[config.mk]
export PLATFORM = sky130hd
export DESIGN_NAME = run_ctrl
export DESIGN_NICKNAME = d
export VERILOG_FILES = /design/src/rtl/run_ctrl_pkg.sv /design/src/rtl/run_ctrl_sat_counter.sv /design/src/rtl/run_ctrl.sv
export SDC_FILE = /design/constraint.sdc
export NUM_CORES = 1
export LEC_CHECK = 0
export ABC_AREA = 1
export CAP_MARGIN = 20
export CORE_AREA = 2 2 56 58
export DETAILED_ROUTE_END_ITERATION = 7
export DIE_AREA = 0 0 58 60
export PLACE_DENSITY_LB_ADDON = 0.12
export SYNTH_ARGS = -nofsm -noshare
export SYNTH_HDL_FRONTEND = slang
export SYNTH_SLANG_ARGS = --single-unit
[constraint.sdc]
create_clock -name clk -period 2.5 [get_ports clk]
set_input_delay 0.25 -clock clk [delete_from_list [all_inputs] [get_ports clk]]
set_output_delay 0.25 -clock clk [all_outputs]
set_load 0.005 [all_outputs]
[src/rtl/run_ctrl_pkg.sv]
// Shared types and default constants for the run controller and its bench.
package run_ctrl_pkg;

    localparam int CNT_W_DEF      = 16;
    localparam int MAX_CYCLES_DEF = 1000;
    localparam int DRAIN_CYC_DEF  = 1;
    localparam int DRAIN_W        = 4;

    typedef enum logic [2:0] {
        ST_IDLE  = 3'd0,
        ST_INIT  = 3'd1,
        ST_RUN   = 3'd2,
        ST_DRAIN = 3'd3,
        ST_DONE  = 3'd4
    } state_e;

endpackage

[src/rtl/run_ctrl_sat_counter.sv]
// Up-counter with synchronous clear and enable that sticks at all-ones.
module sat_counter #(
    parameter int W = 16
) (
    input  logic         clk,
    input  logic         rst_ni,
    input  logic         clr_i,
    input  logic         en_i,
    output logic [W-1:0] count_o
);

    localparam logic [W-1:0] MAX_VAL = '1;

    logic [W-1:0] count_q;
    logic [W-1:0] count_d;

    always_comb begin
        count_d = count_q;
        if (clr_i) begin
            count_d = '0;
        end else if (en_i && (count_q != MAX_VAL)) begin
            count_d = count_q + 1'b1;
        end
    end

    always_ff @(posedge clk) begin
        if (!rst_ni) begin
            count_q <= '0;
        end else begin
            count_q <= count_d;
        end
    end

    assign count_o = count_q;

endmodule

[src/rtl/run_ctrl.sv]
// Program run sequencer: IDLE -> INIT -> RUN -> (DRAIN) -> DONE, with a
// watchdog on RUN length and a count of RUN cycles.
module run_ctrl
    import run_ctrl_pkg::*;
#(
    parameter int CNT_W      = CNT_W_DEF,
    parameter int MAX_CYCLES = MAX_CYCLES_DEF,
    parameter int DRAIN_CYC  = DRAIN_CYC_DEF
) (
    input  logic             clk,
    input  logic             reset,
    input  logic             start,
    input  logic             halt_in,
    output logic             pc_init,
    output logic             run_en,
    output logic             done,
    output logic             timeout,
    output logic [CNT_W-1:0] cycle_count
);

    localparam logic [CNT_W-1:0]   WD_LAST    = CNT_W'(MAX_CYCLES - 1);
    localparam logic [DRAIN_W-1:0] DRAIN_LOAD = DRAIN_W'(DRAIN_CYC - 1);

    state_e               state_q;
    logic [DRAIN_W-1:0]   drain_q;
    logic                 pc_init_q;
    logic                 run_en_q;
    logic                 done_q;
    logic                 timeout_q;
    logic                 cnt_clr;
    logic                 cnt_en;
    logic [CNT_W-1:0]     cnt_val;

    // The count is cleared on the edge that enters INIT, and also when an
    // illegal state is recovered so IDLE always shows a zero count.
    always_comb begin
        cnt_clr = 1'b0;
        cnt_en  = 1'b0;
        case (state_q)
            ST_IDLE, ST_DONE: cnt_clr = start;
            ST_INIT, ST_DRAIN: cnt_clr = 1'b0;
            ST_RUN:           cnt_en  = 1'b1;
            default:          cnt_clr = 1'b1;
        endcase
    end

    sat_counter #(
        .W(CNT_W)
    ) u_cycle_cnt (
        .clk    (clk),
        .rst_ni (reset),
        .clr_i  (cnt_clr),
        .en_i   (cnt_en),
        .count_o(cnt_val)
    );

    always_ff @(posedge clk) begin
        if (!reset) begin
            state_q   <= ST_IDLE;
            drain_q   <= '0;
            pc_init_q <= 1'b0;
            run_en_q  <= 1'b0;
            done_q    <= 1'b0;
            timeout_q <= 1'b0;
        end else begin
            pc_init_q <= 1'b0;
            run_en_q  <= 1'b0;
            case (state_q)
                ST_IDLE, ST_DONE: begin
                    if (start) begin
                        state_q   <= ST_INIT;
                        pc_init_q <= 1'b1;
                        done_q    <= 1'b0;
                        timeout_q <= 1'b0;
                    end
                end
                ST_INIT: begin
                    state_q  <= ST_RUN;
                    run_en_q <= 1'b1;
                end
                ST_RUN: begin
                    // A halt on the watchdog's last cycle still ends cleanly.
                    if (halt_in) begin
                        state_q <= ST_DRAIN;
                        drain_q <= DRAIN_LOAD;
                    end else if (cnt_val == WD_LAST) begin
                        state_q   <= ST_DONE;
                        done_q    <= 1'b1;
                        timeout_q <= 1'b1;
                    end else begin
                        run_en_q <= 1'b1;
                    end
                end
                ST_DRAIN: begin
                    if (drain_q == '0) begin
                        state_q <= ST_DONE;
                        done_q  <= 1'b1;
                    end else begin
                        drain_q <= drain_q - 1'b1;
                    end
                end
                default: begin
                    state_q   <= ST_IDLE;
                    drain_q   <= '0;
                    done_q    <= 1'b0;
                    timeout_q <= 1'b0;
                end
            endcase
        end
    end

    assign pc_init     = pc_init_q;
    assign run_en      = run_en_q;
    assign done        = done_q;
    assign timeout     = timeout_q;
    assign cycle_count = cnt_val;

endmodule

== Word-level counts from Yosys, hierarchy flattened ==
Cells that the tools add are included.
Storage, ports and cells
  bits in registers: 27
  bits in read-only memories: 0
  output and inout port bits: 20
  bits in latches: 0
  memory bits (writable): 0
  memories kept: 0
Operators by class
  shift operators: 0
  $mul: 0
  reductions and logical operators: 13
  magnitude comparators: 0
  eq/ne operators: 13
  multiplexer cells: 20
  div/mod/pow operators: 0
  bitwise operators: 4
  add/subtract/negate cells: 2
Operator list (count)
  adder 16 x 1 -> 16 bit, second input constant: 1
  equality test 16 x 10 -> 1 bit, second input constant: 1
  inequality test 16 bit, second input constant: 1
  two-way mux 3 bit: 4
  inequality test 2 bit, second input constant: 6
  case mux 3 bit (4 select lines): 1
  case mux 4 bit (3 select lines): 1
  two-way mux 1 bit: 8
  two-way mux 4 bit: 2
  equality test 3 x 2 -> 1 bit, second input constant: 2
  AND reduction 3 bit: 2
  OR reduction 2 bit: 3
  OR reduction 3 bit: 2
  AND reduction 5 bit: 1
  logical NOT 4 bit: 1
  NOT 1 bit: 4
  case mux 1 bit (2 select lines): 2
  case mux 1 bit (4 select lines): 1
  AND reduction 4 bit: 1
  subtractor 4 x 1 -> 4 bit, second input constant: 1
  equality test 3 x 1 -> 1 bit, second input constant: 1
  equality test 3 bit, second input constant: 1
  logical NOT 3 bit: 1
  inequality test 3 bit, second input constant: 1
  other kinds (3): 3

== Longest topological paths before layout ==
Gate-level depths: netlist of run 1.
  depth after elaboration: 4
  depth in mapped cells: 10
  gate-level depth less buffers: 10

== Cells and area by module ==
From an unflattened synthesis of run 1, not the netlist that was laid out.
Second synthesis, totals
  cells, all modules: 261
  area total of the unflattened synthesis: 1616.6 um^2
By module, submodules not included
  sat_counter: sequential area each 320.3 um^2, area each 910.9 um^2, times used 1, cells an instance 153
  run_ctrl: sequential area each 220.2 um^2, area each 705.7 um^2, times used 1, cells an instance 108

== Worst setup path after synthesis of run 1 ==
Ideal clock, no wire load.
  path kind: reg-to-reg
  start: reg u_cycle_cnt.count_q[0] (netlist: u_cycle_cnt.count_o[0])
  end: reg u_cycle_cnt.count_q[13] (netlist: u_cycle_cnt.count_o[13])
  stages on the path, launching flop included: 10
  arrival: 1.368 ns
  setup slack: 0.999 ns
  buffers on the path: 1
  data required time: 2.367 ns
  cell sequence: dfxtp_1 > ha_1 > nand3_2 > nor2_4 > nand2_1 > nand2_1 > nand2_2 > buf_6 > nand2_1 > a21oi_1
On the way
  longest elaborated chain between the ends: 2
Ends and longest elaborated chain
  start, declared: RTL line run_ctrl_sat_counter.sv:14  | logic [W-1:0] count_q;
  start signal, assigned: RTL line run_ctrl_sat_counter.sv:30  | count_q <= count_d;
  parallel branches: the longest is 2 deep, another holds adder 16 x 1 -> 16 bit
Several ways; the timed one is not identified.
A chain may end at the register's enable or synchronous reset.

== Worst setup path in the final report of run 1 ==
  start: reg u_cycle_cnt.count_q[0] (netlist: u_cycle_cnt.count_o[0])
  end: reg u_cycle_cnt.count_q[9] (netlist: u_cycle_cnt.count_o[9])
The elaborated chain is that of the path after synthesis.

==> results.md, run 1 <==
- Status: finished, final reports clean
- Achievable Freq: 597 MHz
- Syn Std Cell Area: 1580 um2
- Violation count after the first detailed-route iteration: 43
- I/O pins: 24
- Rows: 20
- Hold path cells: 2
- Layout cell share with drive strength beyond 1: 9.38%
- Synth warn: 0
- Initial antenna violation count: 0
- Num CTS Buffers: 3
- CTS tree: yes
- Slew Viols, Final: 0
- Post-synth top area share: 34.2%
- Routed wire length: approximately 3000 um
- CTS H-tree depth: 1
- Req. time, crit path: 2720 ps
- Overall Global Routing Usage: 19.6%
- Critical Path Start Type: flip-flop
- Synth top area cells: dfxtp_1 34%, nand2_1 18%, nor2_1 5.9%
- Sequential area share after synthesis: 34.2%
- Worst-path maximum fanout: 15
- First-pass GRT wire length: 5310 um
- GRT overflow: 0
- FF-to-FF setup slack: 830 ps
- LEAKAGE: approximately 0.67 nW
- Crit Path Class: reg2reg
- Root buf cell: clkbuf_4
- Cell area after layout: 1850 um2
- Data arrival, critical path: 1890 ps
- Period utilization: about two thirds
- Largest net degree at the start of global routing: 16
- Min-delay src: done$_SDFFE_PN0P_
- Avg Cell Area, Syn: approximately 7 um2
- Post-CTS resize count: 0
- Peak VDD IR: 0.456 mV
- Starting Density: 54.5%
- Count leader, synth: nand2_1
- Placed Area: approximately 1800 um2
- Max-cap viol count: 0
- Total Nets Final: about 260
- RR Startpoint: u_cycle_cnt.count_o[0]$_SDFFE_PP0P_
- WL/cell: between 10 and 15 um
- Antenna Nets Post-Route: 0
- Setup Skew: 10.4 ps
- Net count after synthesis: 237
- Die X: between 50 and 60 um
- Fillcell total: ~280
- Final hold vios: 0
- DIE AREA: 3480 um2
- N_diodes: 0
- Synth Flop Type: dfxtp_1
- FF-to-FF End: u_cycle_cnt.count_o[9]$_SDFFE_PP0P_
- PD cells: roughly 650 nW/um2
- DR vias/cell: 5.00
- Yosys reg bits: 27
- Cells after Synth: around 230
- HP Class: reg2reg
- Longest Clk Path Bufs: 2
- Clock sinks: 27
- Minimum clock period: around 1700 ps
- Area leader, netlist: dfxtp_1
- Hpwl dp: roughly 2300 um
- R2R depth: 8
- Post-CTS Hold Buffers: 0
- Core ar.: 2900 um2
- RSZ-0062 raised after global routing: no
- IO Port Bufs: 23
- Worst Hold End: done$_SDFFE_PN0P_
- EDFF count, synth: 0
- Final setup viols: 0
- Area Overhead vs Synth: 16.9%
- Clk pin slew, worst setup/hold paths: 150 ps
- Number of detailed-route iterations in the first pass: 4
- Final Wtd Congestion: between 0.8 and 0.9
- Crit path from: u_cycle_cnt.count_o[0]$_SDFFE_PP0P_
- Clock insertion delay at the later pin of the skew report: 320 ps
- FFs w/ async S/R, synth: 0%
- Setup Total Neg Slack: 0 ps
- Die Y: 60 um
- Vias: 1444
- CP Capture Type: flip-flop
- Slew HR: 71.7%
- Post-CTS Setup Bufs: 0
- Final core utilization: 63.7%
- Most frequent cells after synthesis: 76 x nand2_1, 27 x dfxtp_1, 25 x nor2_1, 24 x inv_1, 17 x a21oi_1
- Yosys cell types: 30
- DRC viols: 0
- Worst-Margin Slew: 425 ps
- Vias in the first global route: roughly 1300
through the flow:
| step | hold WS [ps] | std cells | power [mW] | setup WS [ps] |
|---|---|---|---|---|
| floorplan | 376 | 231 | 0.921 | 999 |
| global placement | 441 | 285 | 1.02 | 844 |
| detailed placement | 450 | 285 | 1.02 | 767 |
| CTS | 469 | 289 | 1.21 | 821 |
| global route | 488 | 289 | 1.30 | 658 |
| finish | 468 | 289 | 1.20 | 826 |
flip-flops by register name, summed over array words and instances (netlist names):
name,flops
u_cycle_cnt.count_o,16
drain_q,4
state_q,3
done,1
pc_init,1
run_en,1
timeout,1
worst max-delay path, cell delays in order, from the launching register on:
cell,delay [ps]
dfxtp_1,420
ha_1,240
nand3_2,150
nor2_4,200
nand2_1,110
nand2_1,80
nand2_2,180
nand2_1,130
a21oi_1,60
cells in the final DEF (no fill, tap or decap), types with 2 or more instances in the layout:
| cell | Yosys | routed |
|---|---|---|
| nand4_1 | 4 | 4 |
| nand3_1 | 8 | 8 |
| a21oi_1 | 17 | 17 |
| nor2_4 | 2 | 2 |
| a21oi_2 | 7 | 7 |
| inv_1 | 24 | 24 |
| nand2_1 | 76 | 76 |
| nor2_1 | 25 | 25 |
| nand3_2 | 2 | 2 |
| nand3b_1 | 2 | 2 |
| xor2_1 | 5 | 5 |
| o21ai_0 | 5 | 5 |
| ha_1 | 2 | 2 |
| xnor2_1 | 5 | 5 |
| nand2_2 | 4 | 4 |
| clkbuf_4 | 0 | 3 |
| clkdlybuf4s50_1 | 0 | 23 |
| dfxtp_1 | 27 | 27 |
| nor3b_1 | 2 | 2 |
worst max path at each step:
stage,endpoint,cells after the start
3_5_place_dp,done$_SDFFE_PN0P_,5
5_1_grt,u_cycle_cnt.count_o[15]$_SDFFE_PP0P_,8
4_1_cts,u_cycle_cnt.count_o[10]$_SDFFE_PP0P_,8
2_1_floorplan,u_cycle_cnt.count_o[13]$_SDFFE_PP0P_,9
3_3_place_gp,timeout$_SDFFE_PN0P_,5
6_report,u_cycle_cnt.count_o[9]$_SDFFE_PP0P_,8
layer usage:
| metal | up-vias | global-route usage [%] | share of wire [%] |
|---|---|---|---|
| li1 | 785 | - | - |
| met1 | 640 | 23.8 | 47 |
| met2 | 15 | 35.9 | 50 |
| met3 | 4 | 2.16 | 1.8 |
| met4 | 0 | 6.64 | 0.88 |
| met5 | - | 0 | 0 |
cell type report:
type,instances,area [um2],share of cell area (%)
clock buffer,4,26.3,1.42
inverter,24,90.1,4.87
multi-input combinational,177,913,49.4
sequential,27,541,29.2
tap,33,41.3,2.23
timing repair buffer,24,238,12.9
cells by family after synthesis:
group | after synthesis | synth area share (%)
AND/OR/NAND/NOR | 130 | 37.0
adder cells (fa/ha/maj) | 2 | 1.58
flip-flops | 27 | 34.2
XOR/XNOR | 10 | 5.54
AO/OA/AOI/OAI | 35 | 13.6
buffers and inverters | 27 | 8.07
report_power, final:
group | internal [mW] | leakage, nW | switching, mW
clock | 0.0624 | 0.0150 | 0.128
combinational | 0.181 | 0.433 | 0.305
sequential | 0.488 | 0.219 | 0.0338
total | 0.731 | 0.667 | 0.466
Power figures use the tool's default switching activity.
==> run 2, diff against run 1 <==
--- a/config.mk
+++ b/config.mk
@@ -7,9 +7,9 @@
 export LEC_CHECK = 0
 export ABC_AREA = 1
 export CAP_MARGIN = 20
-export CORE_AREA = 2 2 56 58
+export CORE_AREA = 2 2 58 60
 export DETAILED_ROUTE_END_ITERATION = 7
-export DIE_AREA = 0 0 58 60
+export DIE_AREA = 0 0 60 62
 export PLACE_DENSITY_LB_ADDON = 0.12
 export SYNTH_ARGS = -nofsm -noshare
 export SYNTH_HDL_FRONTEND = slang
==> constraint.sdc (replaced) <==
create_clock -name clk -period 1.7 [get_ports clk]
set_input_delay 0.17 -clock clk [delete_from_list [all_inputs] [get_ports clk]]
set_output_delay 0.17 -clock clk [all_outputs]
set_load 0.005 [all_outputs]
==> run 2 against run 1 <==
Compared with the run above:
- non-clock buffer count rose by 9
- combinational power grew 55%
- critical path depth decreased by 6
- clock power grew 46%
- sequential share of layout area decreased by 1.3 points
- worst setup slack got worse by 640 ps
- global-route usage is 0.71 points lower
- hold slack got worse by 6.4 ps
- first-iteration DRC count up 44%
- critical path type is now reg2out
- largest power group unchanged
==> results.md, run 2 (synthesized netlist as in run 1, its figures left out) <==
- Critical Path Start Type: flip-flop (unchanged)
- Final hold slack: 461 ps (was 468 ps)
- Largest net degree at the start of global routing: 16 (unchanged)
- Top Usage Layer GRT: met2 (unchanged)
- Die Y: 62 um (was 60 um)
- Core ar.: 3180 um2 (was 2900 um2)
- Violation count after the first detailed-route iteration: 62 (was 43)
- DIE AREA: 3720 um2 (was 3480 um2)
- Final setup viols: 0 (unchanged)
- CTS tree: yes (unchanged)
- Clk pin slew, worst setup/hold paths: 150 ps (about the same)
- CP peak stage delay: 490 ps (was 420 ps)
- Vias in the first global route: 1289 (was 1292)
- Most common cell after layout, fill and taps aside: nand2_1 (unchanged)
- Worst-path maximum fanout: 4 (was 15)
- Worst-Margin Slew: 340 ps (was 425 ps)
- Minimum clock period: 1510 ps
- Initial antenna violation count: 0 (unchanged)
- Dpl cells: 307 (was 285)
- Final hold vios: 0 (unchanged)
- Status: finished, final reports clean (unchanged)
- IO Port Bufs: 23 (unchanged)
- WL/cell: 10.4 um (was 10.6 um)
- Clock insertion delay at the later pin of the skew report: 320 ps (about the same)
- Met1 Usage GRT: 23.5% (was 23.8%)
- Final Wtd Congestion: 0.848 (was 0.840)
- First-pass GRT wire length: 5330 um (was 5310 um)
- Req. time, crit path: 1530 ps (was 2720 ps)
- Starting Density: 49.7% (was 54.5%)
- Placed Area: 1910 um2 (was 1820 um2)
- M2 GR Usage: 34.5% (was 35.9%)
- CP Capture Type: primary output (was flip-flop)
- CP Cell Sequence: buf_4 -> clkdlybuf4s50_1 (was ha_1 -> nand3_2 -> nor2_4 -> nand2_1 -> nand2_1 -> nand2_2 -> nand2_1 -> a21oi_1)
- DR vias/cell: 4.77 (was 5.00)
- Slew Viols, Final: 0 (unchanged)
- Setup Skew: 7.86 ps (was 10.4 ps)
- Routed wire length: 3220 um (was 3060 um)
- Root buf cell: clkbuf_4 (unchanged)
- HP Class: reg2reg (unchanged)
- Hpwl dp: 2510 um (was 2340 um)
- N_diodes: 0 (unchanged)
- Die X: 60 um (was 58 um)
- Commonest cells after routing, fill and taps aside: 76 x nand2_1, 27 x dfxtp_1, 25 x nor2_1 (unchanged)
- Vias: 1484 (was 1444)
- CTS H-tree depth: 1 (unchanged)
- Data arrival, critical path: 1340 ps (was 1890 ps)
- Critical-path top delay cell: clkdlybuf4s50_1 (was dfxtp_1)
- Tot Pwr: 1.79 mW (was 1.20 mW)
- Achievable Freq: between 600 and 700 MHz
- Crit Path Class: reg2out (was reg2reg)
- Number of detailed-route iterations in the first pass: 4 (unchanged)
- Setup Total Neg Slack: 0 ps (unchanged)
- Rows: 21 (was 20)
- Final Non-Filler Cells: 311 (was 289)
- Overall Global Routing Usage: 18.9% (was 19.6%)
- RSZ-0062 raised after global routing: no (unchanged)
- Layout cell share with drive strength beyond 1: 12.5% (was 9.38%)
- Area Overhead vs Synth: 22.5% (was 16.9%)
- DRC viols: 0 (unchanged)
- Post-CTS Hold Buffers: 0 (unchanged)
- Longest Clk Path Bufs: 2 (unchanged)
- Slew HR: 77.3% (was 71.7%)
- GRT overflow: 0 (unchanged)
- Antenna Nets Post-Route: 0 (unchanged)
- Max-cap viol count: 0 (unchanged)
- Max reg flops: 16 (unchanged)
- Routing usage on met3: 1.86% (was 2.16%)
- Clock sinks: 27 (unchanged)
- PD cells: 925 nW/um2 (was 647 nW/um2)
- Num CTS Buffers: 3 (unchanged)
- Period utilization: between 80 and 90%
- I/O pins: 24 (unchanged)
- Total Nets Final: 272 (was 263)
- Peak VDD IR: 0.628 mV (was 0.456 mV)
- LEAKAGE: 0.716 nW (was 0.667 nW)
- Cell area after layout: 1940 um2 (was 1850 um2)
## run 2: changes by cell type in the layout (fill, tap and decap cells not counted), sizes merged
| cell | previous run | this run |
|---|---|---|
| buf | 1 | 10 |
## run 2: stage by stage
stage / setup WS, ps / utilization (%)
after global placement: 171 / 60.0
after CTS: 106 / 60.8
final: 186 / 61.0
after detailed placement: 120 / 60.0
after floorplan: 199 / -
after global routing: 11.0 / 61.0
## run 2: power by group
part           internal (mW)  switching [mW]
clock network         0.0919           0.187
registers              0.717          0.0449
logic                  0.286           0.465
total                   1.09           0.697
## run 2: area by class of cell
class                      instances  area, um2
multi-input combinational        177        918
clock buffer                       4       26.3
fill                             313       1240
tap                               46       57.6
inverter                          24       90.1
timing repair buffer              33        305
sequential                        27        541
## run 2: worst max-delay path, delay by kind of cell, from the launching register on
family | cells | cell delay [ps]
flip-flops | 1 | 390
buffers and inverters | 2 | 630
## run 2: path summary, 6_finish.rpt
| check | slack, ps | depth (start not counted) | start | endpoint |
|---|---|---|---|---|
| worst max-delay path | 190 | 2 | u_cycle_cnt.count_o[7]$_SDFFE_PP0P_ | cycle_count[7] |
| worst max register to register | 190 | 8 | u_cycle_cnt.count_o[1]$_SDFFE_PP0P_ | u_cycle_cnt.count_o[4]$_SDFFE_PP0P_ |
| worst min register to register | 460 | 2 | done$_SDFFE_PN0P_ | done$_SDFFE_PN0P_ |
| worst min-delay path | 460 | 2 | done$_SDFFE_PN0P_ | done$_SDFFE_PN0P_ |
## run 2: layer usage
layer,vias up,wire [um]
met5,-,0
met4,0,21
met3,2,79
met2,19,1620
met1,660,1500
li1,803,-
## run 2: timing repair
action / CTS / global route
buffers inserted: 0 / 0
hold endpoints to repair: 0 / 0
resized for setup: 0 / 1
setup endpoints to repair: 0 / 15
==> run 3, diff against run 2 <==
--- a/config.mk
+++ b/config.mk
@@ -6,6 +6,7 @@
 export NUM_CORES = 1
 export LEC_CHECK = 0
 export ABC_AREA = 1
+export ABC_CLOCK_PERIOD_IN_PS = 1700
 export CAP_MARGIN = 20
 export CORE_AREA = 2 2 58 60
 export DETAILED_ROUTE_END_ITERATION = 7
==> results of run 3 <==
Final layout, timing and power as in run 2 (identical DEF).
